===== src/rtl/spi_pkg.sv =====
// ---------------------------------------------------------------------------
// spi_pkg
// Shared definitions for the SPI slave endpoint and the benches that pair it
// with spi_master.
//   SPI_TRF_BIT_DEFAULT : default frame length in bits
//   spi_slave_state_t   : slave frame-tracking states
//   spi_cnt_width()     : width of a counter that must hold 0..trf_bit
// ---------------------------------------------------------------------------
package spi_pkg;

  localparam int SPI_TRF_BIT_DEFAULT = 12;

  typedef enum logic [1:0] {
    IDLE   = 2'd0,
    ACTIVE = 2'd1,
    DONE   = 2'd2
  } spi_slave_state_t;

  // The bit counter must reach trf_bit itself without wrapping.
  function automatic int spi_cnt_width(input int trf_bit);
    return $clog2(trf_bit + 1);
  endfunction

endpackage


===== src/rtl/spi_pin_sync.sv =====
// ---------------------------------------------------------------------------
// spi_pin_sync
// Brings the asynchronous SPI pins into the clk domain and produces
// registered one-cycle edge pulses.
//   clk, rst   : system clock, synchronous active-high reset
//   sclk, cs   : raw SPI clock / chip select pins
//   mosi       : raw serial data pin
//   s_mosi     : mosi after one register stage
//   s_cs       : cs after one register stage
//   sclk_rise  : pulse, sclk went low->high
//   sclk_fall  : pulse, sclk went high->low
//   cs_fall    : pulse, cs asserted (high->low)
//   cs_rise    : pulse, cs released (low->high)
// The edge pulses are registered, so an event sampled at edge k is presented
// to downstream logic during the cycle that ends at edge k+2.
// ---------------------------------------------------------------------------
module spi_pin_sync (
  input  logic clk,
  input  logic rst,
  input  logic sclk,
  input  logic cs,
  input  logic mosi,
  output logic s_mosi,
  output logic s_cs,
  output logic sclk_rise,
  output logic sclk_fall,
  output logic cs_fall,
  output logic cs_rise
);

  logic s_sclk_r;
  logic s_cs_r;
  logic s_mosi_r;
  logic p_sclk_r;
  logic p_cs_r;
  logic sclk_rise_r;
  logic sclk_fall_r;
  logic cs_fall_r;
  logic cs_rise_r;

  logic sclk_rise_s;
  logic sclk_fall_s;
  logic cs_fall_s;
  logic cs_rise_s;

  // Edge decode between the first and second register stages.
  always_comb begin
    sclk_rise_s = ~p_sclk_r & s_sclk_r;
    sclk_fall_s = p_sclk_r & ~s_sclk_r;
    cs_fall_s   = p_cs_r & ~s_cs_r;
    cs_rise_s   = ~p_cs_r & s_cs_r;
  end

  // Pin sampling registers and edge pulse registers. Resetting the cs stages
  // low means a cs already low at reset release never looks like a fall.
  always_ff @(posedge clk) begin
    if (rst) begin
      s_sclk_r    <= 1'b0;
      s_cs_r      <= 1'b0;
      s_mosi_r    <= 1'b0;
      p_sclk_r    <= 1'b0;
      p_cs_r      <= 1'b0;
      sclk_rise_r <= 1'b0;
      sclk_fall_r <= 1'b0;
      cs_fall_r   <= 1'b0;
      cs_rise_r   <= 1'b0;
    end else begin
      s_sclk_r    <= sclk;
      s_cs_r      <= cs;
      s_mosi_r    <= mosi;
      p_sclk_r    <= s_sclk_r;
      p_cs_r      <= s_cs_r;
      sclk_rise_r <= sclk_rise_s;
      sclk_fall_r <= sclk_fall_s;
      cs_fall_r   <= cs_fall_s;
      cs_rise_r   <= cs_rise_s;
    end
  end

  assign s_mosi    = s_mosi_r;
  assign s_cs      = s_cs_r;
  assign sclk_rise = sclk_rise_r;
  assign sclk_fall = sclk_fall_r;
  assign cs_fall   = cs_fall_r;
  assign cs_rise   = cs_rise_r;

endmodule


===== src/rtl/spi_slave.sv =====
// ---------------------------------------------------------------------------
// spi_slave
// SPI slave endpoint (sclk idle low, MSB first). Receives one word on mosi
// and returns one preloaded response word on miso in the same frame.
//   clk, rst    : system clock, synchronous active-high reset
//   sclk, cs    : SPI clock (idle low) and chip select (active low)
//   mosi, miso  : serial data in / out (miso is 0 outside a frame)
//   tx_data     : response word, written when tx_load is high
//   tx_load     : response buffer write strobe (last write wins)
//   tx_pending  : the response buffer holds an unsent word
//   rx_data     : last complete received word
//   rx_valid    : one-cycle pulse when rx_data updates
//   frame_err   : one-cycle pulse when cs releases mid-word
//   busy        : a frame is in progress (ACTIVE or DONE)
// ---------------------------------------------------------------------------
module spi_slave
  import spi_pkg::*;
#(
  parameter int SPI_TRF_BIT = SPI_TRF_BIT_DEFAULT
) (
  input  logic                   clk,
  input  logic                   rst,
  input  logic                   sclk,
  input  logic                   cs,
  input  logic                   mosi,
  output logic                   miso,
  input  logic [SPI_TRF_BIT-1:0] tx_data,
  input  logic                   tx_load,
  output logic                   tx_pending,
  output logic [SPI_TRF_BIT-1:0] rx_data,
  output logic                   rx_valid,
  output logic                   frame_err,
  output logic                   busy
);

  localparam int                   CNT_W    = spi_cnt_width(SPI_TRF_BIT);
  localparam logic [CNT_W-1:0]     LAST_BIT = CNT_W'(SPI_TRF_BIT - 1);
  localparam logic [CNT_W-1:0]     CNT_ONE  = CNT_W'(1);
  localparam logic [SPI_TRF_BIT-1:0] ZERO_WORD = {SPI_TRF_BIT{1'b0}};

  logic s_mosi;
  logic s_cs;
  logic sclk_rise;
  logic sclk_fall;
  logic cs_fall;
  logic cs_rise;

  spi_slave_state_t       state_r,      state_s;
  logic [SPI_TRF_BIT-1:0] shift_out_r,  shift_out_s;
  logic [SPI_TRF_BIT-2:0] shift_in_r,   shift_in_s;
  logic [CNT_W-1:0]       bit_cnt_r,    bit_cnt_s;
  logic                   miso_r,       miso_s;
  logic [SPI_TRF_BIT-1:0] rx_data_r,    rx_data_s;
  logic                   rx_valid_r,   rx_valid_s;
  logic                   frame_err_r,  frame_err_s;
  logic [SPI_TRF_BIT-1:0] tx_buf_r,     tx_buf_s;
  logic                   tx_pending_r, tx_pending_s;
  logic                   busy_r;
  logic [SPI_TRF_BIT-1:0] rx_word_s;

  spi_pin_sync u_pin_sync (
    .clk       (clk),
    .rst       (rst),
    .sclk      (sclk),
    .cs        (cs),
    .mosi      (mosi),
    .s_mosi    (s_mosi),
    .s_cs      (s_cs),
    .sclk_rise (sclk_rise),
    .sclk_fall (sclk_fall),
    .cs_fall   (cs_fall),
    .cs_rise   (cs_rise)
  );

  // Word as it stands once the bit arriving on this sclk fall is included.
  assign rx_word_s = {shift_in_r, s_mosi};

  // Next-state and datapath update for the frame FSM and response buffer.
  always_comb begin
    state_s      = state_r;
    shift_out_s  = shift_out_r;
    shift_in_s   = shift_in_r;
    bit_cnt_s    = bit_cnt_r;
    miso_s       = miso_r;
    rx_data_s    = rx_data_r;
    rx_valid_s   = 1'b0;
    frame_err_s  = 1'b0;
    tx_buf_s     = tx_buf_r;
    tx_pending_s = tx_pending_r;

    case (state_r)
      IDLE: begin
        miso_s = 1'b0;
        // A cs that has already gone high again by now was only a glitch.
        if (cs_fall && !s_cs) begin
          shift_out_s  = tx_pending_r ? tx_buf_r : ZERO_WORD;
          tx_pending_s = 1'b0;
          shift_in_s   = ZERO_WORD[SPI_TRF_BIT-2:0];
          bit_cnt_s    = {CNT_W{1'b0}};
          state_s      = ACTIVE;
        end else begin
          state_s = IDLE;
        end
      end

      ACTIVE: begin
        // The final sclk fall completes the word even if cs releases in the
        // same cycle; any other cs release aborts the frame.
        if (sclk_fall) begin
          shift_in_s = rx_word_s[SPI_TRF_BIT-2:0];
          bit_cnt_s  = bit_cnt_r + CNT_ONE;
          if (bit_cnt_r == LAST_BIT) begin
            rx_data_s  = rx_word_s;
            rx_valid_s = 1'b1;
            miso_s     = 1'b0;
            state_s    = cs_rise ? IDLE : DONE;
          end else if (cs_rise) begin
            frame_err_s = 1'b1;
            miso_s      = 1'b0;
            state_s     = IDLE;
          end else begin
            state_s = ACTIVE;
          end
        end else if (cs_rise) begin
          frame_err_s = 1'b1;
          miso_s      = 1'b0;
          state_s     = IDLE;
        end else if (sclk_rise) begin
          // Present the next bit on the rising edge so it is stable when the
          // master samples on the following falling edge.
          miso_s      = shift_out_r[SPI_TRF_BIT-1];
          shift_out_s = {shift_out_r[SPI_TRF_BIT-2:0], 1'b0};
        end else begin
          state_s = ACTIVE;
        end
      end

      DONE: begin
        miso_s = 1'b0;
        if (cs_rise) begin
          state_s = IDLE;
        end else begin
          state_s = DONE;
        end
      end

      default: begin
        miso_s  = 1'b0;
        state_s = IDLE;
      end
    endcase

    // Applied after the frame start so a load racing a cs fall stays pending
    // for the next frame instead of being consumed by this one.
    if (tx_load) begin
      tx_buf_s     = tx_data;
      tx_pending_s = 1'b1;
    end else begin
      tx_buf_s = tx_buf_r;
    end
  end

  // State and output registers.
  always_ff @(posedge clk) begin
    if (rst) begin
      state_r      <= IDLE;
      shift_out_r  <= ZERO_WORD;
      shift_in_r   <= ZERO_WORD[SPI_TRF_BIT-2:0];
      bit_cnt_r    <= {CNT_W{1'b0}};
      miso_r       <= 1'b0;
      rx_data_r    <= ZERO_WORD;
      rx_valid_r   <= 1'b0;
      frame_err_r  <= 1'b0;
      tx_buf_r     <= ZERO_WORD;
      tx_pending_r <= 1'b0;
      busy_r       <= 1'b0;
    end else begin
      state_r      <= state_s;
      shift_out_r  <= shift_out_s;
      shift_in_r   <= shift_in_s;
      bit_cnt_r    <= bit_cnt_s;
      miso_r       <= miso_s;
      rx_data_r    <= rx_data_s;
      rx_valid_r   <= rx_valid_s;
      frame_err_r  <= frame_err_s;
      tx_buf_r     <= tx_buf_s;
      tx_pending_r <= tx_pending_s;
      busy_r       <= (state_s != IDLE);
    end
  end

  assign miso       = miso_r;
  assign rx_data    = rx_data_r;
  assign rx_valid   = rx_valid_r;
  assign frame_err  = frame_err_r;
  assign tx_pending = tx_pending_r;
  assign busy       = busy_r;

endmodule

===== config.mk =====
export PLATFORM = sky130hd
export DESIGN_NAME = spi_slave
export DESIGN_NICKNAME = d
export VERILOG_FILES = /design/src/rtl/spi_pkg.sv /design/src/rtl/spi_pin_sync.sv /design/src/rtl/spi_slave.sv
export SDC_FILE = /design/constraint.sdc
export NUM_CORES = 1
export LEC_CHECK = 0
export BUFFER_PORTS_ARGS = -buffer_cell sky130_fd_sc_hd__clkbuf_2
export CAP_MARGIN = 20
export CORE_MARGIN = 2
export CORE_UTILIZATION = 51
export DETAILED_ROUTE_END_ITERATION = 8
export PLACE_DENSITY = 0.84
export SYNTH_ARGS = -nofsm -noshare
export SYNTH_HDL_FRONTEND = slang
export SYNTH_SLANG_ARGS = --single-unit

===== constraint.sdc =====
create_clock -name clk -period 1.5 [get_ports clk]
set_input_delay 0.3 -clock clk [delete_from_list [all_inputs] [get_ports clk]]
set_output_delay 0.3 -clock clk [all_outputs]
set_load 0.05 [all_outputs]

==> results.md <==
- The cell taking the most area after synthesis is sky130_fd_sc_hd__dfxtp_1.
- The via count of the first global-routing pass came to 2,044.
- During I/O placement, the number of pins put on the boundary was 35.
- The number of hold-repair buffers added at the cts stage is 0.
- The critical path class is reg -> reg.
- Data on the critical path arrives at its endpoint at 1.73 ns.
- For this block, the initial DRC count from the detailed router was 206.
- The number of distinct library cells after synthesis is 34.
- The synthesized netlist devotes a little over a fifth of its cell area to simple gates.
- The post-synthesis register bit count is 67.
- The share of the clock period used by the worst path after layout is 96.8%.
- The pin count of the biggest net entering global routing is 27.
- The clock latency reported for the late side of the worst-skew pair is 0.35 ns.
- The share of the synthesized area in compound gates (AO/OA/AOI/OAI) is a little under a fifth.
- The depth of the most critical reg-to-reg path is 3.
- The detailed-routing wirelength on met1 is roughly 2.8 mm.
- The global route total overflow is 0.
- By area the synthesized netlist is led by sky130_fd_sc_hd__dfxtp_1 (50%), sky130_fd_sc_hd__a211oi_1 (7.0%), sky130_fd_sc_hd__a21oi_1 (5.2%), sky130_fd_sc_hd__nand3_1 (4.9%), sky130_fd_sc_hd__mux2i_1 (4.5%).
- The number of filler instances in the final layout is roughly 430.
- The clock tree from TritonCTS is yes.
- After detailed routing, the total wire length is 6.20 mm.
- The number of buffers created by CTS is 9.
- The overall die area is 5840 um^2.
- The core area is slightly above 5000 um^2.
- Based on the critical path, the design can be clocked at up to a little under 0.7 GHz.
- The share of synthesized area spent on multiplexers is under 10%.
- Dividing the synthesized area by the synthesized cell count gives just over 9 um^2.
- The count of antenna-violating nets left after detailed routing is 0.
- The sort of element at the end of the critical path is a flop.
- The smallest clock period supported by the final layout is computed as ~1.5 ns.
- Prior to clock tree synthesis, the placed netlist has a worst setup slack of between 0.015 and 0.02 ns.
- Yosys printed 0 warnings.
- The total via count after detailed routing is 2,319.
- The final number of hold-violating endpoints is 0.
- The number of cells traversed by the worst hold path is 2.
- The final count of negative-setup-slack endpoints is 0.
- The sum of met2 wire segment lengths after detailed routing is around 3.0 mm.
- The synthesized netlist cell count is 288.
- The height of the die is ~76 um.
- The clock edge transition at the registers on the reported setup and hold paths is approximately 0.070 ns.
- The library cell contributing the largest single delay on the critical path is sky130_fd_sc_hd__or4b_4.
- The sequential share of the synthesized area is 50.2%.
- For this run, design rule violations remaining after detail routing come to 0.
- The total leakage power is ~1.3 nW.
- The endpoint identified for the worst register-to-register timing path is shift_out_r[0].
- The total length of routed met3 wires is roughly 360 um.
- The post-layout instance area is 3230 um^2.
- For flop-to-flop paths, the worst setup slack is between 0.04 and 0.05 ns.
- The tightest min-delay check is of the in -> reg type.
- For this run, asynchronously set or reset flops after synthesis account for 0%.
- In the final layout, the share of cells above drive strength 1 is 24.6%.
- The cell area after synthesis is about 2700 um^2.
- On the worst path, the slowest cell contributes a delay of 0.54 ns.
- The highest fanout seen on the critical path is 2.
- The xor-xnor portion of the synthesized cell area is 0.328%.
- The floorplan step set the die width to approximately 76 um.
- 0 antenna diodes ended up in the layout.
- The overall routing resource usage is between 20% and 30%.
- The average wire length per cell after detail routing is about 15 um.
- Among all flip-flop cells after synthesis, the most frequent one is sky130_fd_sc_hd__dfxtp_1.
- The global-route wire length before repair is just under 10 mm.
- The final-report max-slew violation count is 0.
- Once placement finished, the instance area stood at around 3000 um^2.
- The fraction of the mapped netlist area in adder cells is less than 1%.
- The signal on the critical path passes through or4b_4 -> or4_4 -> o21ai_2.
- The number of nets in the synthesized netlist is 307.
- The endpoint of the worst hold path is u_pin_sync.s_mosi.
- In this run the tool buffered the top-level ports with 34 buffer cells.
- On the critical path the largest part of the delay comes from simple AND/OR/NAND/NOR gates.
- The area added between synthesis and finish is 20.9%.
- The total number of H-tree levels is 3.
- The highest metal layer with signal wires is met4.
- The post-layout net count is roughly 350.
- The critical path launch point type is a flop.
- The setup total negative slack is 0 ns.
- The number of vias per cell after detailed routing is between 5 and 6.
- The worst pin sits at a relative slew slack of between 70% and 80%.
- The maximum clock insertion buffer count is 2.
- The transition at the pin with the smallest max-transition slack is between 0.4 and 0.5 ns.
- The final RePlAce weighted congestion is 0.798.
- The power per unit of standard cell area is 1100 nW/um^2.
- Counting flops with a built-in enable in the synthesized netlist gives 0.
- The worst hold path begins at mosi.
- Counting every sink on the clock net gives 67.
- By count the netlist is led by sky130_fd_sc_hd__dfxtp_1 (67), sky130_fd_sc_hd__a21oi_1 (28), sky130_fd_sc_hd__nand3_1 (26).
- The least setup slack across all paths after layout is 0.0479 ns.
- The run finished with clean final reports.
- The startpoint identified for the worst register-to-register timing path is state_r[0].
- The cell with the most instances after synthesis is sky130_fd_sc_hd__dfxtp_1.
- Across all hold checks on the routed design, the worst slack comes to between 0.15 and 0.2 ns.
- The initialized floorplan defines 26 standard-cell rows.
- The final HPWL from detailed placement is around 4 mm.
- The worst-case IR drop observed on VDD is between 0.7 and 0.8 mV.
- The number of maximum-capacitance violations is 0.
- For the worst setup path, the data required time is 1.78 ns.
- By area, the combinational part of the netlist is dominated by simple AND/OR/NAND/NOR gates.
- The number of buffers and inverters on the critical path is 0.
- Of the post-synthesis cell area, the dominant cell type holds between 50% and 60%.
- On the final layout, the worst clock skew is 0.00881 ns.
- The number of detailed-routing iterations run before antenna repair is 4.
- The initial core utilization is 52.7%.
- In this run the clock root is driven by a sky130_fd_sc_hd__clkbuf_8.
- The initial antenna violation count is 0.
- The post-route core utilization is approximately 64%.
worst register-to-register path: stages (launching register included):
cell	delay [ns]
sky130_fd_sc_hd__dfxtp_2	0.34
sky130_fd_sc_hd__or4b_4	0.54
sky130_fd_sc_hd__or4_4	0.43
sky130_fd_sc_hd__o21ai_2	0.07
worst max-delay path by stage:
stage	depth (start not counted)	from	to
finish	3	state_r[0]	shift_out_r[0]
global route	5	bit_cnt_r[0]	rx_data[4]
CTS	3	state_r[0]	shift_out_r[0]
detailed placement	3	state_r[0]	shift_out_r[0]
global placement	3	state_r[0]	shift_out_r[0]
floorplan	4	state_r[0]	shift_out_r[0]
layer usage:
layer	up-vias	global-route usage (%)
li1	1124	-
met1	1100	27.7
met2	83	31.9
met3	12	7.70
met4	0	8.00
met5	-	0
registers in the layout, summed over array words and instances (netlist names), 2 cells and up:
| name | count |
|---|---|
| state_r | 2 |
| rx_data | 12 |
| shift_out_r | 12 |
| tx_buf_r | 12 |
| bit_cnt_r | 4 |
| shift_in_r | 11 |
layout by cell type, fill, tap and decap left out, types with 2 or more instances in the layout:
cell type and instances:
sky130_fd_sc_hd__nor4b_4 2, sky130_fd_sc_hd__o21ai_0 13, sky130_fd_sc_hd__nor2_1 14, sky130_fd_sc_hd__a21o_1 2
sky130_fd_sc_hd__clkbuf_2 34, sky130_fd_sc_hd__clkinvlp_4 2, sky130_fd_sc_hd__dfxtp_2 2, sky130_fd_sc_hd__and3b_1 13
sky130_fd_sc_hd__a21oi_1 28, sky130_fd_sc_hd__nand4b_1 2, sky130_fd_sc_hd__clkinv_2 2, sky130_fd_sc_hd__nand2b_1 4
sky130_fd_sc_hd__or3_1 2, sky130_fd_sc_hd__buf_4 20, sky130_fd_sc_hd__clkbuf_8 10, sky130_fd_sc_hd__nand2_1 14
sky130_fd_sc_hd__nor2b_1 8, sky130_fd_sc_hd__a31oi_1 11, sky130_fd_sc_hd__inv_1 2, sky130_fd_sc_hd__dfxtp_1 65
sky130_fd_sc_hd__mux2i_1 12, sky130_fd_sc_hd__nor3b_1 2, sky130_fd_sc_hd__nand3_1 26, sky130_fd_sc_hd__buf_6 2
sky130_fd_sc_hd__nor3_1 3, sky130_fd_sc_hd__a211oi_1 25
kinds of logic after synthesis:
logic type,after synthesis
xor gates and xnor gates,1
buffers and inverters,30
adders and majority gates,1
and+or+nand+nor,95
AOI/OAI and AO/OA,82
muxes,12
DFF,67
power breakdown:
| group | leakage [nW] | switching (W) | internal, W |
|---|---|---|---|
| clock network | 0.0987 | 0.000707 | 0.000812 |
| logic | 0.626 | 0.000113 | 0.0000832 |
| registers | 0.545 | 0.0000288 | 0.00182 |
layout make-up:
class	instances	area, um^2	area share [%]
timing repair buffer	57	363	11.2
clock buffer	10	138	4.26
clock inverter	6	63.8	1.97
tap	70	87.6	2.71
multi-input combinational	191	1230	38.0
inverter	2	7.51	0.232
sequential	67	1340	41.6
stage by stage:
| stage | cells | total power (W) |
|---|---|---|
| 2_1_floorplan | 288 | 0.00200 |
| 3_3_place_gp | 386 | 0.00207 |
| 3_5_place_dp | 386 | 0.00208 |
| 4_1_cts | 402 | 0.00358 |
| 5_1_grt | 403 | 0.00370 |
| 6_report | 403 | 0.00356 |
what timing repair did:
action,4_1_cts,5_1_grt
hold endpoints to repair,0,0
gates resized for setup,0,10
setup endpoints to repair,0,13
setup buffers,0,0
Power figures use the tool's default switching activity.
